**src/rtl/video_timing_gen_pkg.sv**
```systemverilog
// Shared definitions for the raster timing generator.
//   - axis_timing_t / video_timing_t : one axis (act/fp/sw/bp) and a full mode
//   - preset modes: 720p60, 1080p60, 480p
//   - helpers for the axis total and the sync window bounds
// No ports; imported by vtg_axis_counter and video_timing_gen.
package video_timing_gen_pkg;

  typedef struct packed {
    logic [15:0] act;
    logic [15:0] fp;
    logic [15:0] sw;
    logic [15:0] bp;
  } axis_timing_t;

  typedef struct packed {
    axis_timing_t h;
    axis_timing_t v;
    logic         hpol;
    logic         vpol;
  } video_timing_t;

  localparam video_timing_t TIMING_720P60 = '{
    h: '{act: 16'd1280, fp: 16'd110, sw: 16'd40, bp: 16'd220},
    v: '{act: 16'd720,  fp: 16'd5,   sw: 16'd5,  bp: 16'd20},
    hpol: 1'b1, vpol: 1'b1};

  localparam video_timing_t TIMING_1080P60 = '{
    h: '{act: 16'd1920, fp: 16'd88, sw: 16'd44, bp: 16'd148},
    v: '{act: 16'd1080, fp: 16'd4,  sw: 16'd5,  bp: 16'd36},
    hpol: 1'b1, vpol: 1'b1};

  localparam video_timing_t TIMING_480P = '{
    h: '{act: 16'd720, fp: 16'd16, sw: 16'd62, bp: 16'd60},
    v: '{act: 16'd480, fp: 16'd9,  sw: 16'd6,  bp: 16'd30},
    hpol: 1'b0, vpol: 1'b0};

  // Clocks (or lines) per full period of one axis.
  function automatic int axis_total(int act, int fp, int sw, int bp);
    return act + fp + sw + bp;
  endfunction

  // First count inside the sync window.
  function automatic int sync_start(int act, int fp);
    return act + fp;
  endfunction

  // First count after the sync window.
  function automatic int sync_end(int act, int fp, int sw);
    return act + fp + sw;
  endfunction

endpackage

```
**src/rtl/vtg_axis_counter.sv**
```systemverilog
// One raster axis: a wrapping counter plus its active/sync decode.
//   clk   in   pixel clock
//   xres  in   synchronous active-low reset (counter -> 0)
//   clr   in   force counter to 0 (has priority over step)
//   step  in   advance by one
//   cnt   out  current count, 0..total-1
//   wrap  out  combinational: high at the last count while stepping
//   act   out  count lies in the active region
//   sync  out  sync level, already at the polarity given by p_pol
// The counter width must hold total-1 (total <= 2**p_width).
module vtg_axis_counter
  import video_timing_gen_pkg::*;
#(
  parameter int p_width = 11,
  parameter int p_act   = 1280,
  parameter int p_fp    = 110,
  parameter int p_sw    = 40,
  parameter int p_bp    = 220,
  parameter int p_pol   = 1
) (
  input  logic               clk,
  input  logic               xres,
  input  logic               clr,
  input  logic               step,
  output logic [p_width-1:0] cnt,
  output logic               wrap,
  output logic               act,
  output logic               sync
);

  localparam int TOTAL = axis_total(p_act, p_fp, p_sw, p_bp);
  localparam logic [p_width-1:0] LAST       = p_width'(TOTAL - 1);
  localparam logic [p_width-1:0] ACT_END    = p_width'(p_act);
  localparam logic [p_width-1:0] SYNC_FIRST = p_width'(sync_start(p_act, p_fp));
  localparam logic [p_width-1:0] SYNC_END   = p_width'(sync_end(p_act, p_fp, p_sw));
  localparam logic               POL        = 1'(p_pol);

  logic [p_width-1:0] cnt_q, cnt_d;

  assign wrap = step && (cnt_q == LAST);

  always_comb begin
    // NOTE: default assignment first, so every path drives cnt_d and no latch is inferred.
    cnt_d = cnt_q;
    if (clr) begin
      cnt_d = '0;
    end else if (step) begin
      cnt_d = wrap ? '0 : cnt_q + p_width'(1);
    end
  end

  // NOTE: reset is sampled on the clock edge only (synchronous), and state
  // uses non-blocking assignments so every flop sees pre-edge values.
  always_ff @(posedge clk) begin
    if (!xres) begin
      cnt_q <= '0;
    end else begin
      cnt_q <= cnt_d;
    end
  end

  assign cnt  = cnt_q;
  assign act  = (cnt_q < ACT_END);
  assign sync = ((cnt_q >= SYNC_FIRST) && (cnt_q < SYNC_END)) ? POL : ~POL;

endmodule

```
**src/rtl/video_timing_gen.sv**
```systemverilog
// Raster timing source: DE/HSync/VSync plus pixel coordinates and a
// start-of-frame pulse, all registered and mutually cycle-aligned.
//   i_clk   in   pixel clock
//   i_xres  in   synchronous active-low reset
//   i_en    in   run enable; low forces the raster back to (0,0)
//   o_de    out  data enable
//   o_hs    out  hsync at polarity p_hpol
//   o_vs    out  vsync at polarity p_vpol
//   o_sof   out  one-clock pulse on the first active pixel of a frame
//   o_hcnt  out  active x coordinate (valid while o_de)
//   o_vcnt  out  active y coordinate (valid while o_de)
module video_timing_gen
  import video_timing_gen_pkg::*;
#(
  parameter int p_hcnt = 11,
  parameter int p_vcnt = 11,
  parameter int p_hact = 1280,
  parameter int p_hfp  = 110,
  parameter int p_hsw  = 40,
  parameter int p_hbp  = 220,
  parameter int p_vact = 720,
  parameter int p_vfp  = 5,
  parameter int p_vsw  = 5,
  parameter int p_vbp  = 20,
  parameter int p_hpol = 1,
  parameter int p_vpol = 1
) (
  input  logic              i_clk,
  input  logic              i_xres,
  input  logic              i_en,
  output logic              o_de,
  output logic              o_hs,
  output logic              o_vs,
  output logic              o_sof,
  output logic [p_hcnt-1:0] o_hcnt,
  output logic [p_vcnt-1:0] o_vcnt
);

  localparam logic HS_IDLE = ~1'(p_hpol);
  localparam logic VS_IDLE = ~1'(p_vpol);

  // run_q is i_en one clock late. The raster only moves (and the outputs only
  // decode it) once enable has been seen on two consecutive edges, so the edge
  // that first samples i_en high parks the counters at (0,0) and the next edge
  // presents that pixel with o_sof. It deliberately ignores reset: a reset
  // while enabled zeroes the counters and the frame restarts on the next clock.
  logic run_q, run_d;
  logic valid;

  logic [p_hcnt-1:0] h_cnt;
  logic [p_vcnt-1:0] v_cnt;
  logic h_wrap, h_act, h_sync;
  logic v_wrap_unused, v_act, v_sync;

  logic              de_q, de_d;
  logic              hs_q, hs_d;
  logic              vs_q, vs_d;
  logic              sof_q, sof_d;
  logic [p_hcnt-1:0] hcnt_q, hcnt_d;
  logic [p_vcnt-1:0] vcnt_q, vcnt_d;

  assign run_d = i_en;
  assign valid = run_q && i_en;

  vtg_axis_counter #(
    .p_width(p_hcnt), .p_act(p_hact), .p_fp(p_hfp),
    .p_sw(p_hsw), .p_bp(p_hbp), .p_pol(p_hpol)
  ) u_h (
    .clk (i_clk),
    .xres(i_xres),
    .clr (~i_en),
    .step(valid),
    .cnt (h_cnt),
    .wrap(h_wrap),
    .act (h_act),
    .sync(h_sync)
  );

  // Lines advance when the line counter wraps; the frame wrap itself is not
  // needed because o_sof is decoded directly from (0,0).
  vtg_axis_counter #(
    .p_width(p_vcnt), .p_act(p_vact), .p_fp(p_vfp),
    .p_sw(p_vsw), .p_bp(p_vbp), .p_pol(p_vpol)
  ) u_v (
    .clk (i_clk),
    .xres(i_xres),
    .clr (~i_en),
    .step(h_wrap),
    .cnt (v_cnt),
    .wrap(v_wrap_unused),
    .act (v_act),
    .sync(v_sync)
  );

  always_comb begin
    de_d   = 1'b0;
    hs_d   = HS_IDLE;
    vs_d   = VS_IDLE;
    sof_d  = 1'b0;
    hcnt_d = '0;
    vcnt_d = '0;
    if (valid) begin
      de_d   = h_act && v_act;
      hs_d   = h_sync;
      vs_d   = v_sync;
      sof_d  = (h_cnt == '0) && (v_cnt == '0);
      hcnt_d = h_cnt;
      vcnt_d = v_cnt;
    end
  end

  always_ff @(posedge i_clk) begin
    run_q <= run_d;
  end

  always_ff @(posedge i_clk) begin
    if (!i_xres) begin
      de_q   <= 1'b0;
      hs_q   <= HS_IDLE;
      vs_q   <= VS_IDLE;
      sof_q  <= 1'b0;
      hcnt_q <= '0;
      vcnt_q <= '0;
    end else begin
      de_q   <= de_d;
      hs_q   <= hs_d;
      vs_q   <= vs_d;
      sof_q  <= sof_d;
      hcnt_q <= hcnt_d;
      vcnt_q <= vcnt_d;
    end
  end

  assign o_de   = de_q;
  assign o_hs   = hs_q;
  assign o_vs   = vs_q;
  assign o_sof  = sof_q;
  assign o_hcnt = hcnt_q;
  assign o_vcnt = vcnt_q;

endmodule

```
**config.mk**
```make
export PLATFORM = sky130hd
export DESIGN_NAME = video_timing_gen
export DESIGN_NICKNAME = d
export VERILOG_FILES = /design/src/rtl/video_timing_gen_pkg.sv /design/src/rtl/vtg_axis_counter.sv /design/src/rtl/video_timing_gen.sv
export SDC_FILE = /design/constraint.sdc
export NUM_CORES = 1
export LEC_CHECK = 0
export CORE_ASPECT_RATIO = 0.8
export CORE_UTILIZATION = 42
export DETAILED_ROUTE_END_ITERATION = 6
export PLACE_DENSITY = 0.75
export SETUP_SLACK_MARGIN = 0.4
export SYNTH_ARGS = -nofsm -noshare
export SYNTH_HDL_FRONTEND = slang
export SYNTH_SLANG_ARGS = --single-unit
```
**constraint.sdc**
```tcl
create_clock -name i_clk -period 2.1 [get_ports i_clk]
set_input_delay 0.21 -clock i_clk [delete_from_list [all_inputs] [get_ports i_clk]]
set_output_delay 0.21 -clock i_clk [all_outputs]
set_load 0.02 [all_outputs]
```
Word-level counts from Yosys, hierarchy flattened
Index checks and enable logic that the tools add are counted.
- input port bits: 3
- register bits after elaboration: 49
- logic and storage cells: 34
- output and inout bits: 26
- $lt $le $gt $ge: 6
- reductions and logical operators: 11
- muxes and demuxes: 4
- equal/unequal tests: 2
- $add $sub $neg: 2
- operators by type and width (kind ; count):
    11-bit by 1-bit adder with 11-bit output, second input constant ; 2
    11-bit logical NOT ; 2
    11-bit by 10-bit less-than comparator with 1-bit output, second input constant ; 2
    11-bit less-than comparator, second input constant ; 2
    11-bit two-way mux ; 2
    11-bit by 10-bit equality test with 1-bit output, second input constant ; 1
    11-bit equality test, second input constant ; 1
    11-bit by 10-bit >= comparator with 1-bit output, second input constant ; 1
    11-bit >= comparator, second input constant ; 1
    1-bit logical AND ; 7
    2-bit AND reduction ; 2
    1-bit two-way mux ; 2

Logic depth before layout (Yosys ltp)
- depth in word-level cells: 4
- depth in mapped cells: 7
- depth with buffers taken out: 6

Hierarchy
From an unflattened synthesis, not the netlist that was laid out.
- cell total of the unflattened synthesis: 208
- area total of the unflattened synthesis: 2005.7 um^2
- modules (own cells, without submodules) (module ; instances ; cells an instance ; area each (um^2)):
    video_timing_gen ; 1 ; 67 ; 808.3
    vtg_axis_counter at u_h ; 1 ; 70 ; 600.6
    vtg_axis_counter at u_v ; 1 ; 71 ; 596.8

Worst setup path before layout
Ideal clock, no wire load.
- path type: register to register
- start point: register u_h.cnt_q[1] (netlist: u_h.cnt[1])
- end point: register u_v.cnt_q[9] (netlist: u_v.cnt[9])
- stages on the path, launching flop included: 7
- arrival time: 1536 ps
- data required time: 2030 ps
- buffers on the path: 0
- slack: 494 ps
- clock period less this slack: 1606 ps
- cells stage by stage: dfxtp_1 > inv_1 > ha_1 > and4b_1 > nand4_2 > or4_1 > a21oi_1
- cells in the longest elaborated chain, start to end: 4
- RTL lines (what ; line ; RTL):
    start: declaration ; vtg_axis_counter.sv:38 ; logic [p_width-1:0] cnt_q, cnt_d;
    start signal: assignment ; vtg_axis_counter.sv:58 ; cnt_q <= cnt_d;
    11-bit equality test * ; vtg_axis_counter.sv:40 ; assign wrap = step && (cnt_q == LAST);
    1-bit logical AND * ; vtg_axis_counter.sv:40 ;
    1-bit logical AND ; vtg_axis_counter.sv:40 ;
    11-bit two-way mux ; vtg_axis_counter.sv:48 ; cnt_d = wrap ? '0 : cnt_q + p_width'(1);
    end signal: assignment ; vtg_axis_counter.sv:58 ;
    end: declaration ; vtg_axis_counter.sv:38 ;
Every way passes the cells marked *; elsewhere a longest branch is shown, timed or not.
A chain may end at the register's enable or synchronous reset.

Worst setup path in the final report
- start point: register u_h.cnt_q[1] (netlist: u_h.cnt[1])
- end point: register u_v.cnt_q[10] (netlist: u_v.cnt[10])
Same word-level chain as after synthesis.

==> results by group <==
Outcome
  • Status: completed

GRT
  • Met1 usage: 26.91%
  • Initial antenna violation count: 0
  • First-pass GRT wire length: 7217 µm
  • GRT Util Overall: between 10% and 20%
  • GR Layer Usage met3: 3.913%
  • GRT overflow: 0
  • Most Used Layer, Global Route: met1
  • Met2 Usage GRT: 26.41%
  • Pin count of the biggest net entering global routing: 16
  • Vias in the first global route: roughly 1500

Yosys
  • EDFF count, synth: 0
  • Synth Instances: 215
  • Sequential fraction of the synthesis area: 49.49%
  • Synth Cell Area: 1982 µm²
  • Syn Nets: 224
  • Yosys reg bits: 49
  • Ys async rst share: 0%
  • Yosys warns: 0
  • Syn_area_per_cell: 9.218 µm²
  • Count of unique library cells instantiated by Yosys: 31
  • Synth Flop Type: dfxtp_1

Finish
  • Area growth, synth to finish: 32.13%
  • Most common cell after layout, fill and taps aside: dfxtp_1
  • Most frequent cells in the layout: 44 x dfxtp_1, 28 x clkdlybuf4s50_1, 19 x and2_1
  • Post-route insts no fill: 315
  • Fill cells: 381
  • Final nets: around 270
  • Layout cells sized above 1: between 10% and 20%
  • Ant diodes: 0

Setup path
  • Worst path cell trace: inv_2, ha_4, and4b_2, nand4_1, buf_6, or3_1, a21oi_2
  • Worst Setup Start Kind: flop
  • Worst EP required: 2.35 ns
  • R2R Setup Slk: 0.41 ns
  • Critical path peak fanout: 8
  • Worst r2r src: u_h.cnt[1]
  • CP peak stage delay: 0.37 ns
  • R2r worst-path depth: 7
  • Slowest CP cell: or3_1
  • Crit path DAT: 1.94 ns
  • R2r endpoint: u_v.cnt[10]
  • CP endpoint kind: flop
  • Crit path buffers/inverters: 2
  • Kind of critical path: reg -> reg
  • Crit path max-delay family: simple AND/OR/NAND/NOR gates

Routing
  • DR iter-0 viols: 166
  • DRT Pass-1 Iters: 4
  • Per-cell routed wire length: 14.30 µm
  • Vias post-DR: 1709
  • Drt drc: 0
  • Antenna Nets Post-Route: 0
  • Routed vias/inst: 5.425
  • Final WL: 4503 µm

Timing
  • Slew Limit Headroom: 69.23%
  • Final Hold Viols: 0
  • Max frequency: 591.7 MHz
  • Final setup fails: 0
  • Setup TNS: 0 ns
  • Post-route minimum period: roughly 1.7 ns
  • Setup repair after global routing missed its margin: yes
  • Period utilisation layout: 80.48%
  • Fin. max-slew vios: 0
  • Clock Skew: ~0.0074 ns
  • Slew @ Worst Pin: 0.4556 ns

CTS
  • Clk slew on worst S/H paths: 0.09 ns
  • CTS sink cnt: 49
  • # hold bufs at CTS: 0
  • H-tree levels: 2
  • Number of buffers created by CTS: 5
  • Max Root-Sink Buffers: 2
  • Worst-Skew Late Latency: 0.31 ns
  • Root Driver: clkbuf_8
  • CTS tree: yes

Power
  • VDD IR-drop max: 0.4323 mV
  • Total Power: 1.648 mW
  • Pwr Density: 629.2 nW/µm²
  • Leakage: 0.9327 nW

Placement
  • GPL Wtd Cong: between 0.8 and 0.9
  • Post-DP HPWL: 2845 µm
  • Port Buffers: 28
  • # placed instances: ~300

Floorplan
  • Initial Util: a little under half
  • # rows: 21
  • Die Wd: 78.80 µm
  • # IOs: 29
  • Core Area: between 4000 and 5000 µm²
  • Chip Height: 63.44 µm
  • Die Area: 4999 µm²

Worst hold path
  • Hold Path Cell Cnt: 2
  • Destination of the worst hold path: u_v.cnt[1]
  • Hold WC Path Type: reg -> reg
  • HP Start: u_v.cnt[1]

Job
  • Max Cap Viol: 0
==> worst max-delay path by stage <==
stage,from,endpoint,slack [ns],depth (start not counted)
after floorplan,u_h.cnt[1],u_v.cnt[9],0.49,6
after global placement,i_en,u_v.cnt[0],0.20,6
after detailed placement,i_en,u_v.cnt[0],0.13,6
after CTS,u_v.cnt[0],u_v.cnt[10],0.43,6
after global routing,u_h.cnt[1],u_v.cnt[7],0.36,7
final,u_h.cnt[1],u_v.cnt[10],0.41,7
==> area by class of cell <==
type	count	area [µm²]	area share [%]
Tap cell	57	71.32	2.723
Inverter	7	26.28	1.003
Clock buffer	6	72.57	2.771
Timing Repair Buffer	42	396.6	15.15
Clock inverter	2	38.79	1.481
Sequential cell	49	989.7	37.79
Multi-Input combinational cell	152	1023	39.08
==> sequential cells by signal, indices dropped and copies added (netlist names) <==
signal / count
o_vcnt: 11
o_de: 1
o_sof: 1
o_hs: 1
o_vs: 1
run_q: 1
o_hcnt: 11
u_h.cnt: 11
u_v.cnt: 11
==> worst min-delay path, delay by kind of cell, from the launching register on <==
family	cells	cell delay (ns)
compound gates	1	0.05
simple gates	1	0.06
flops	1	0.36
==> logic make-up (layout without fill, tap and decap cells) <==
group | after synthesis | count (layout) | share of synthesized area [%]
XOR/XNOR | 9 | 9 | 3.977
buffers and inverters | 15 | 57 | 3.157
AO/OA/AOI/OAI | 32 | 33 | 9.343
adder cells (fa/ha/maj) | 6 | 6 | 3.788
AND/OR/NAND/NOR | 104 | 104 | 30.24
flip-flops | 49 | 49 | 49.49
==> timing repair <==
item / in CTS / in global routing
buffers inserted: 3 / 4
setup endpoints to repair: 10 / 10
pin swaps: 1 / 8
gates cloned: 0 / 1
resized for setup: 5 / 20
==> stage by stage <==
step / hold WS (ns) / worst slack, ns / util, % / cell area [µm²]
after floorplan: 0.2377 / 0.4938 / - / 1982
after global placement: 0.4834 / 0.1987 / 53.87 / 2350
after detailed placement: 0.4999 / 0.1306 / 53.87 / 2350
after CTS: 0.4768 / 0.4329 / 57.37 / 2502
after global routing: 0.5297 / 0.3626 / 60.04 / 2619
final: 0.5069 / 0.4099 / 60.04 / 2619
==> power breakdown <==
group,switching [mW],internal [mW],total (mW)
combinational,0.0265,0.0181,0.0447
clock,0.311,0.357,0.668
sequential,0.00365,0.931,0.935
total,0.341,1.31,1.65
==> synthesized netlist by cell type, types with 2 or more instances <==
library cell / number / area [µm²]
nor3_1: 3 / 15.01
nand3_1: 14 / 70.07
and3_1: 7 / 43.79
inv_1: 7 / 26.28
nor4_1: 4 / 25.02
nor2_1: 17 / 63.81
buf_2: 5 / 25.02
o31ai_1: 2 / 15.01
nand2_1: 12 / 45.04
and4_1: 4 / 35.03
xor2_1: 4 / 35.03
ha_1: 6 / 75.07
and4b_1: 3 / 30.03
o21ai_0: 11 / 55.05
nand4_1: 6 / 37.54
nand2b_1: 2 / 12.51
dfxtp_1: 49 / 980.9
and2_1: 19 / 118.9
clkbuf_1: 3 / 11.26
xnor2_1: 5 / 43.79
a21oi_1: 15 / 75.07
or3_1: 8 / 50.05
==> routing by layer <==
metal	routed length, µm	vias to the layer above
met5	0	-
met4	83	0
met2	1987	62
met3	234	9
li1	-	846
met1	2197	792
Note: power is estimated with default switching activity, not from simulation.
